### src/rtl/store_buffer_if.sv
// store_buffer_if: datapath and data-memory signals of the store buffer.
//   master: datapath/memory side (drives st_*, ld_req, ld_addr, dm_rd)
//   slave : store buffer side (drives ld_rd, stall, empty, dm_we, dm_re, dm_addr, dm_wd, dm_pc)
interface store_buffer_if;
  logic        st_req;
  logic [31:0] st_addr;
  logic [31:0] st_wd;
  logic [31:0] st_pc;
  logic        ld_req;
  logic [31:0] ld_addr;
  logic [31:0] ld_rd;
  logic        stall;
  logic        empty;
  logic        dm_we;
  logic        dm_re;
  logic [31:0] dm_addr;
  logic [31:0] dm_wd;
  logic [31:0] dm_pc;
  logic [31:0] dm_rd;
  modport master (
    output st_req, st_addr, st_wd, st_pc, ld_req, ld_addr, dm_rd,
    input  ld_rd, stall, empty, dm_we, dm_re, dm_addr, dm_wd, dm_pc
  );
  modport slave (
    input  st_req, st_addr, st_wd, st_pc, ld_req, ld_addr, dm_rd,
    output ld_rd, stall, empty, dm_we, dm_re, dm_addr, dm_wd, dm_pc
  );
endinterface

### src/rtl/store_buffer.sv
// store_buffer: word-granular store FIFO in front of a single-port data memory.
//   Clk, Reset (async, active-high) plain ports; everything else on sb (store_buffer_if.slave):
//   st_req/st_addr/st_wd/st_pc store in, ld_req/ld_addr load in, ld_rd load result,
//   stall/empty status, dm_we/dm_re/dm_addr/dm_wd/dm_pc/dm_rd memory port.
//   Optional macro SB_FORWARD_EN: forward buffered data to loads instead of stalling them.
module store_buffer #(
  parameter int DEPTH = 4
) (
  input logic     Clk,
  input logic     Reset,
  store_buffer_if.slave sb
);
  localparam int AW = $clog2(DEPTH);
  localparam logic [AW:0] FULL = (AW+1)'(DEPTH);
  logic [9:0]       word_q [DEPTH];
  logic [31:0]      data_q [DEPTH];
  logic [31:0]      pc_q   [DEPTH];
  logic [AW-1:0]    head, tail;
  logic [AW:0]      count;
  logic [DEPTH-1:0] match;
  logic [9:0]       ld_word;
  logic             full, hit, ld_ok, push, pop;
  logic             unused;
  assign unused  = ^{sb.st_addr[31:12], sb.st_addr[1:0], sb.ld_addr[31:12], sb.ld_addr[1:0]};
  assign ld_word = sb.ld_addr[11:2];
  // match is indexed by age: bit 0 is the head (oldest), higher bits are younger
  always_comb begin
    match = '0;
    for (int i = 0; i < DEPTH; i++)
      match[i] = ((AW+1)'(i) < count) && (word_q[head + AW'(i)] == ld_word);
  end
  assign hit = |match;
`ifdef SB_FORWARD_EN
  logic [31:0] hit_data;
  // later (younger) matches override earlier ones
  always_comb begin
    hit_data = '0;
    for (int i = 0; i < DEPTH; i++)
      if (match[i]) hit_data = data_q[head + AW'(i)];
  end
  assign ld_ok    = sb.ld_req;
  assign sb.ld_rd = hit ? hit_data : sb.dm_rd;
`else
  // a load hitting a buffered word waits until that word has drained
  assign ld_ok    = sb.ld_req && !hit;
  assign sb.ld_rd = sb.dm_rd;
`endif
  assign full       = count == FULL;
  assign sb.empty   = count == '0;
  assign pop        = !ld_ok && !sb.empty;
  assign push       = sb.st_req && !full;
  assign sb.stall   = (sb.st_req && full) || (sb.ld_req && !ld_ok);
  assign sb.dm_we   = pop;
  assign sb.dm_re   = ld_ok;
  assign sb.dm_addr = ld_ok ? {20'b0, ld_word, 2'b00} : pop ? {20'b0, word_q[head], 2'b00} : '0;
  assign sb.dm_wd   = pop ? data_q[head] : '0;
  assign sb.dm_pc   = pop ? pc_q[head] : '0;
  always_ff @(posedge Clk or posedge Reset)
    if (Reset) begin
      head  <= '0;
      tail  <= '0;
      count <= '0;
    end else begin
      head  <= head + AW'(pop);
      tail  <= tail + AW'(push);
      count <= count + (AW+1)'(push) - (AW+1)'(pop);
    end
  always_ff @(posedge Clk)
    if (push) begin
      word_q[tail] <= sb.st_addr[11:2];
      data_q[tail] <= sb.st_wd;
      pc_q[tail]   <= sb.st_pc;
    end
endmodule
### src/flat_wrapper.sv
// flat-port wrapper written by rule: the top's interface ports become plain ports
module store_buffer_flat 
#(
  parameter int DEPTH = 4
)
  (Clk, Reset, sb_st_req, sb_st_addr, sb_st_wd, sb_st_pc, sb_ld_req, sb_ld_addr, sb_dm_rd, sb_ld_rd, sb_stall, sb_empty, sb_dm_we, sb_dm_re, sb_dm_addr, sb_dm_wd, sb_dm_pc);
  store_buffer_if sb_i ();
  input logic Clk;
  input logic Reset;
  input wire logic [$bits(sb_i.st_req)-1:0] sb_st_req;
  input wire logic [$bits(sb_i.st_addr)-1:0] sb_st_addr;
  input wire logic [$bits(sb_i.st_wd)-1:0] sb_st_wd;
  input wire logic [$bits(sb_i.st_pc)-1:0] sb_st_pc;
  input wire logic [$bits(sb_i.ld_req)-1:0] sb_ld_req;
  input wire logic [$bits(sb_i.ld_addr)-1:0] sb_ld_addr;
  input wire logic [$bits(sb_i.dm_rd)-1:0] sb_dm_rd;
  output wire logic [$bits(sb_i.ld_rd)-1:0] sb_ld_rd;
  output wire logic [$bits(sb_i.stall)-1:0] sb_stall;
  output wire logic [$bits(sb_i.empty)-1:0] sb_empty;
  output wire logic [$bits(sb_i.dm_we)-1:0] sb_dm_we;
  output wire logic [$bits(sb_i.dm_re)-1:0] sb_dm_re;
  output wire logic [$bits(sb_i.dm_addr)-1:0] sb_dm_addr;
  output wire logic [$bits(sb_i.dm_wd)-1:0] sb_dm_wd;
  output wire logic [$bits(sb_i.dm_pc)-1:0] sb_dm_pc;
  assign sb_i.st_req = sb_st_req;
  assign sb_i.st_addr = sb_st_addr;
  assign sb_i.st_wd = sb_st_wd;
  assign sb_i.st_pc = sb_st_pc;
  assign sb_i.ld_req = sb_ld_req;
  assign sb_i.ld_addr = sb_ld_addr;
  assign sb_i.dm_rd = sb_dm_rd;
  assign sb_ld_rd = sb_i.ld_rd;
  assign sb_stall = sb_i.stall;
  assign sb_empty = sb_i.empty;
  assign sb_dm_we = sb_i.dm_we;
  assign sb_dm_re = sb_i.dm_re;
  assign sb_dm_addr = sb_i.dm_addr;
  assign sb_dm_wd = sb_i.dm_wd;
  assign sb_dm_pc = sb_i.dm_pc;
  store_buffer #(.DEPTH(DEPTH)) u_core (.Clk(Clk), .Reset(Reset), .sb(sb_i));
endmodule
### config.mk
export PLATFORM = sky130hd
export DESIGN_NAME = store_buffer_flat
export DESIGN_NICKNAME = d
export VERILOG_FILES = /design/src/rtl/store_buffer_if.sv /design/src/rtl/store_buffer.sv /design/src/flat_wrapper.sv
export SDC_FILE = /design/constraint.sdc
export NUM_CORES = 1
export LEC_CHECK = 0
export BUFFER_PORTS_ARGS = -buffer_cell sky130_fd_sc_hd__buf_2
export CAP_MARGIN = 25
export CORE_MARGIN = 4
export CORE_UTILIZATION = 40
export CTS_CLUSTER_DIAMETER = 150
export DETAILED_ROUTE_END_ITERATION = 10
export PLACE_DENSITY = 0.68
export SYNTH_ARGS = -nofsm -noshare
export SYNTH_HDL_FRONTEND = slang
export SYNTH_SLANG_ARGS = --single-unit
### constraint.sdc
create_clock -name Clk -period 20 [get_ports Clk]
set_input_delay 3 -clock Clk [delete_from_list [all_inputs] [get_ports Clk]]
set_output_delay 3 -clock Clk [all_outputs]
set_load 0.1 [all_outputs]
## Yosys cells after proc, flatten, opt, wreduce, memory -nomap -nowiden

Memories as Yosys holds them, arrays and structs flattened.
Index checks and enable logic that the tools add are counted.

| cells by class | value |
|---|---|
| eq/ne operators | 5 |
| bitwise logic cells | 0 |
| magnitude comparators | 4 |
| shifts and indexed selects | 0 |
| divide/modulo/power cells | 0 |
| multiplexer cells | 6 |
| $add $sub $neg | 7 |
| reductions and logical operators | 16 |
| $mul | 0 |

Operators with widths:

| cell | number |
|---|---|
| $mux W32 | 3 |
| $eq A10 B10 Y1 | 4 |
| $mux W12 | 1 |
| $logic_and A1 B1 Y1 | 9 |
| $lt A1 B3 Y1 const A | 2 |
| $lt A2 B3 Y1 const A | 2 |
| $add A2 B1 Y2 | 2 |
| $add A2 B2 Y2 const B | 2 |
| $logic_not A1 Y1 | 4 |
| $reduce_or A4 Y1 | 1 |
| $add A3 B1 Y3 | 1 |
| $eq A3 B3 Y1 const B | 1 |
| $logic_not A3 Y1 | 1 |
| $sub A3 B1 Y3 | 1 |
| $add A2 B1 Y2 const B | 1 |
| $mux W1 | 2 |
| $logic_or A1 B1 Y1 | 1 |

| word-level totals | value |
|---|---|
| memory bits (writable) | 296 |
| input port bits | 164 |
| latch bits | 0 |
| memories kept | 3 |
| ROM bits | 0 |
| register bits | 7 |
| output and inout bits | 132 |
| logic and storage cells | 44 |

Memory list:

| memory | depth | width | rd ports | clocked after memory_dff | write ports | RTL line | text |
|---|---|---|---|---|---|---|---|
| u_core.data_q | 4 | 32 | 1 | 0 | 1 | store_buffer.sv:16 | `logic [31:0] data_q [DEPTH];` |
| u_core.pc_q | 4 | 32 | 1 | 0 | 1 | store_buffer.sv:17 | `logic [31:0] pc_q [DEPTH];` |
| u_core.word_q | 4 | 10 | 4 | 0 | 1 | store_buffer.sv:15 | `logic [9:0] word_q [DEPTH];` |

## Logic depth before layout (Yosys ltp)

An unclocked memory read counts as a cell.

| depth | value |
|---|---|
| word-level depth | 11 |
| depth in mapped cells | 16 |
| mapped depth without buffers | 12 |

## Least setup slack after synthesis

No wires, ideal clock.

| timing path | value |
|---|---|
| path kind | in2out |
| from | in sb_ld_addr[6] |
| to | out sb_dm_wd[23] |
| stages | 8 |
| data arrival time | 7.566 ns |
| setup slack | 9.434 ns |
| cell sequence | buf_1 o22ai_1 or4_1 a22o_1 o32ai_2 nor4_2 clkbuf_1 nor3b_1 |

| between the ends | value |
|---|---|
| word-level cells in the longest chain between the ends | 8 |
| elaborated cells between the ends (all ways) | 14 |
| classes of those cells | 4 x eq/ne; 1 x mux; 9 x reduce/logical |

Ends and longest elaborated chain:

| element | RTL line | text |
|---|---|---|
| from (decl) | flat_wrapper.sv:15 | `input wire logic [$bits(sb_i.ld_addr)-1:0] sb_ld_addr;` |
| $eq A10 B10 Y1 | store_buffer.sv:30 | `match[i] = ((AW+1)'(i) < count) && (word_q[head + AW'(i)] == ld_word);` |
| $logic_and A1 B1 Y1 | store_buffer.sv:30 |  |
| $reduce_or A4 Y1 (*) | store_buffer.sv:32 | `assign hit = \|match;` |
| $logic_not A1 Y1 (*) | store_buffer.sv:45 | `assign ld_ok = sb.ld_req && !hit;` |
| $logic_and A1 B1 Y1 (*) | store_buffer.sv:45 |  |
| net sb_dm_re | flat_wrapper.sv:21 | `output wire logic [$bits(sb_i.dm_re)-1:0] sb_dm_re;` |
| $logic_not A1 Y1 (*) | store_buffer.sv:50 | `assign pop = !ld_ok && !sb.empty;` |
| $logic_and A1 B1 Y1 (*) | store_buffer.sv:50 |  |
| $mux W32 (*) | store_buffer.sv:56 | `assign sb.dm_wd = pop ? data_q[head] : '0;` |
| to (decl) | flat_wrapper.sv:23 | `output wire logic [$bits(sb_i.dm_wd)-1:0] sb_dm_wd;` |

Mark *: on every way through the listed nets, which the timed path passes. The rest lies on a longest branch.

## Worst setup path in the final report

| timing path | value |
|---|---|
| from | in sb_ld_addr[4] |
| to | out sb_dm_addr[6] |

| between the ends | value |
|---|---|
| word-level cells in the longest chain between the ends | 9 |
| elaborated cells between the ends (all ways) | 15 |
| classes of those cells | 4 x eq/ne; 2 x mux; 9 x reduce/logical |

Ends and longest elaborated chain:

| element | RTL line | text |
|---|---|---|
| $eq A10 B10 Y1 | store_buffer.sv:30 |  |
| $logic_and A1 B1 Y1 | store_buffer.sv:30 |  |
| $reduce_or A4 Y1 (*) | store_buffer.sv:32 |  |
| $logic_not A1 Y1 (*) | store_buffer.sv:45 |  |
| $logic_and A1 B1 Y1 (*) | store_buffer.sv:45 |  |
| $logic_not A1 Y1 | store_buffer.sv:50 |  |
| $logic_and A1 B1 Y1 | store_buffer.sv:50 |  |
| $mux W12 | store_buffer.sv:55 | `assign sb.dm_addr = ld_ok ? {20'b0, ld_word, 2'b00} : pop ? {20'b0, word_q[head], 2'b00} : '0;` |
| $mux W32 (*) | store_buffer.sv:55 |  |
| to (decl) | flat_wrapper.sv:22 | `output wire logic [$bits(sb_i.dm_addr)-1:0] sb_dm_addr;` |

Mark *: on every way between the ends. The rest lies on a longest branch, timed or not.

==> out/qor.yml <==
logic_synthesis:
  synth.distinct_cells: 50
  ys_warn_count: 0
  synthTopCellsByCount: "edfxtp_1 (296), mux4_2 (69), buf_4 (59), mux2i_1 (49), nor3b_2 (40)"
  async_flop_share_pct: 2.31
  ys_ff_latch: 303
  yosys-top-cells-area: "edfxtp_1 (65%), mux4_2 (11%), nor3b_2 (3.7%)"
  synthCells: 759
  synth_edf_count: 296
  synth_top_cell_area_share_pct: 65.0
  synth_area_leader_cell: "edfxtp_1"
  syn_avg_cell_area_um2: 18.0
  ys_seq_area_share_pct: 66.3
  ys.flop_type: "edfxtp_1"
  synth_most_common_cell: "edfxtp_1"
  synth_area_um2: 13700
timing:
  period_share_pct: 46.8
  maxSlewHeadroom_pct: 34.5
  fin_tns_setup_ns: 0
  finalSetupViolations: 0
  fmax_ghz: 0.107
  slew_viol_final: 0
  post-route-min-period_ns: 9.36
  hold_violations: 0
  tightestPinTransition_ns: 0.982
  rsz0062_at_grt: "no"
  finalClockSkew_ns: 0.0199
die:
  start_util_pct: 40.7
  core_area_um2: 33600
  die_w_um: 193
  ioPinCount: 296
  fp.dieH_um: 193
  rows: 67
  dieArea_um2: 37200
critical_path:
  r2r_setup_slack_ns: 14.94
  r2r_start: "u_core.head[1]$_DFF_PP0_"
  cp_slowest_stage_delay_ns: 0.58
  arrival_ns: 6.36
  crit_fanout: 33
  cp.depth: 10
  crit_type: "in2out"
  cp_top_family: "buffers and inverters"
  r2r-end: "u_core.count[2]$_DFF_PP0_"
  cp_slowest_cell: "buf_4"
  end_kind: "primary output"
  cp_data_required_time_ns: 17.00
  cp-endpoint: "sb_dm_addr[6]"
  startpoint: "sb_ld_addr[4]"
  start_kind: "primary input"
  ff2ff_path_depth: 15
  path_buf_inv: 4
  crit_path_cell_trace: "buf_2 > xnor2_1 > o21ai_0 > o21ai_0 > o32ai_2 > nor4_4 > buf_4 > buf_4 > mux2_1 > buf_2"
placed_design:
  gp_congestion: 0.785
  port-buffer-count: 165
  dp_hpwl_mm: 17.4
power_and_ir_drop:
  ir_drop_v: 0.000121
  leakagePower_nw: 5.54
  power.internal_mw: 1.57
  power_mw: 2.76
  switching_share_pct: 43.2
  p_clk_share_pct: 22.2
  pwr-share-comb_pct: 44.8
  power_density_nw_per_um2: 175
  seqPwrFrac_pct: 33.1
  p_sw_mw: 1.19
route:
  detail-route-antenna-nets: 0
  drt_first_pass_iters: 5
  wl_per_cell_um: 21.3
  drt_iter0_drc: 407
  vias: 7134
  drc: 0
  viasPerCell: 5.23
  drt_wl_total_mm: 29.0
layout:
  synthToLayoutAreaGrowth_pct: 15.4
  fillers: 2867
  drive_gt1_share_pct: 39.0
  final_util_pct: 47.0
  fin_nets: 1063
clocking:
  clk_latency_ns: 0.52
  cts_hold_buf: 0
  postCtsSetupBuffers: 0
  cts_max_level: 2
  cts_resized: 0
  cts_buffers: 35
  cts_tree: "done"
  cts.reportedPaths.clkPinSlew_ns: 0.05
  clock_path_buffers: 3
  clockRootBuffer: "clkbuf_16"
  cts.sinks: 303
run_status:
  status: "complete, no violations"
global_routing:
  antenna_found_initial: 4
  first_global_vias: 7440
  grt_first_pass_wirelength_mm: 44.4
  grt_max_degree: 66
  grt_util_all_layers_pct: 15.5
  gr-total-overflow: 0
job:
  max-cap-violations: 0
worst_hold_path:
  hp-class: "reg2reg"
## power by group through the flow
stage	combinational, mW	clock, mW	sequential [mW]
floorplan	1.09	0	0.890
global placement	1.25	0	0.922
detailed placement	1.25	0	0.929
CTS	1.25	0.632	0.916
global route	1.31	0.661	0.928
finish	1.24	0.612	0.912
## per-stage QoR
stage	cells	setup slack [ns]	cell area, um^2	hold WS (ns)
2_1_floorplan	780	9.43	13800	0.493
3_3_place_gp	1301	9.85	14600	0.597
3_5_place_dp	1302	10.52	14600	0.600
4_1_cts	1362	10.53	15800	0.611
5_1_grt	1363	10.38	15800	0.622
6_report	1364	10.64	15800	0.617
## kinds of logic (layout without fill, tap and decap cells)
| family | after synthesis | after routing | synth area share, % |
|---|---|---|---|
| xor gates and xnor gates | 41 | 41 | 2.63 |
| buffers and inverters | 113 | 248 | 5.07 |
| muxes | 130 | 130 | 16.0 |
| DFF | 303 | 303 | 66.3 |
| other | 1 | 23 | 0.0274 |
| AOI/OAI and AO/OA | 34 | 34 | 1.73 |
| adders and majority gates | 7 | 7 | 0.695 |
| and+or+nand+nor | 130 | 130 | 7.65 |
## worst min-delay path by stage
stage,endpoint,cells after the start,start,slack (ns)
global placement,u_core.tail[1]$_DFF_PP0_,1,u_core.tail[1]$_DFF_PP0_,0.60
CTS,u_core.tail[1]$_DFF_PP0_,1,u_core.tail[1]$_DFF_PP0_,0.61
detailed placement,u_core.tail[1]$_DFF_PP0_,1,u_core.tail[1]$_DFF_PP0_,0.60
finish,u_core.tail[1]$_DFF_PP0_,1,u_core.tail[1]$_DFF_PP0_,0.62
global route,u_core.tail[1]$_DFF_PP0_,1,u_core.tail[1]$_DFF_PP0_,0.62
floorplan,u_core.tail[1]$_DFF_PP0_,1,u_core.tail[1]$_DFF_PP0_,0.49
## state kept, by name, indices dropped and copies added (netlist names)
register / cells
u_core.data_q: 128
u_core.pc_q: 128
u_core.word_q: 40
u_core.count: 3
u_core.head: 2
u_core.tail: 2
## metal layers
metal	track usage, %	share of wire (%)
met2	26.2	49
met3	4.12	6.7
met1	20.2	41
met4	3.73	2.1
met5	0	0.19
## cell usage in the layout (no fill, tap or decap), drive strengths merged, types with 5 or more instances in the layout
master and n:
mux4 69, edfxtp 296, nand2 8, ha 6, mux2i 50, xnor2 31
buf 179, nor2b 7, clkinv 12, a21oi 9, clkbuf 39, conb 22
inv 10, o21ai 5, nor4 7, clkinvlp 5, mux2 11, nor2 13
nor3b 65, xor2 10, nand2b 10, dfrtp 7
## final cells by class
class / instances / area [um^2] / share of cell area, %
Sequential cell: 303 / 9070 / 57.5
Inverter: 9 / 33.8 / 0.214
Clock buffer: 39 / 891 / 5.64
Timing Repair Buffer: 179 / 955 / 6.05
Clock inverter: 21 / 231 / 1.47
Multi-Input combinational cell: 364 / 4040 / 25.6
Tap cell: 448 / 561 / 3.55
Antenna cell: 1 / 2.50 / 0.0159
No activity file was read; power rests on OpenSTA's default activity.
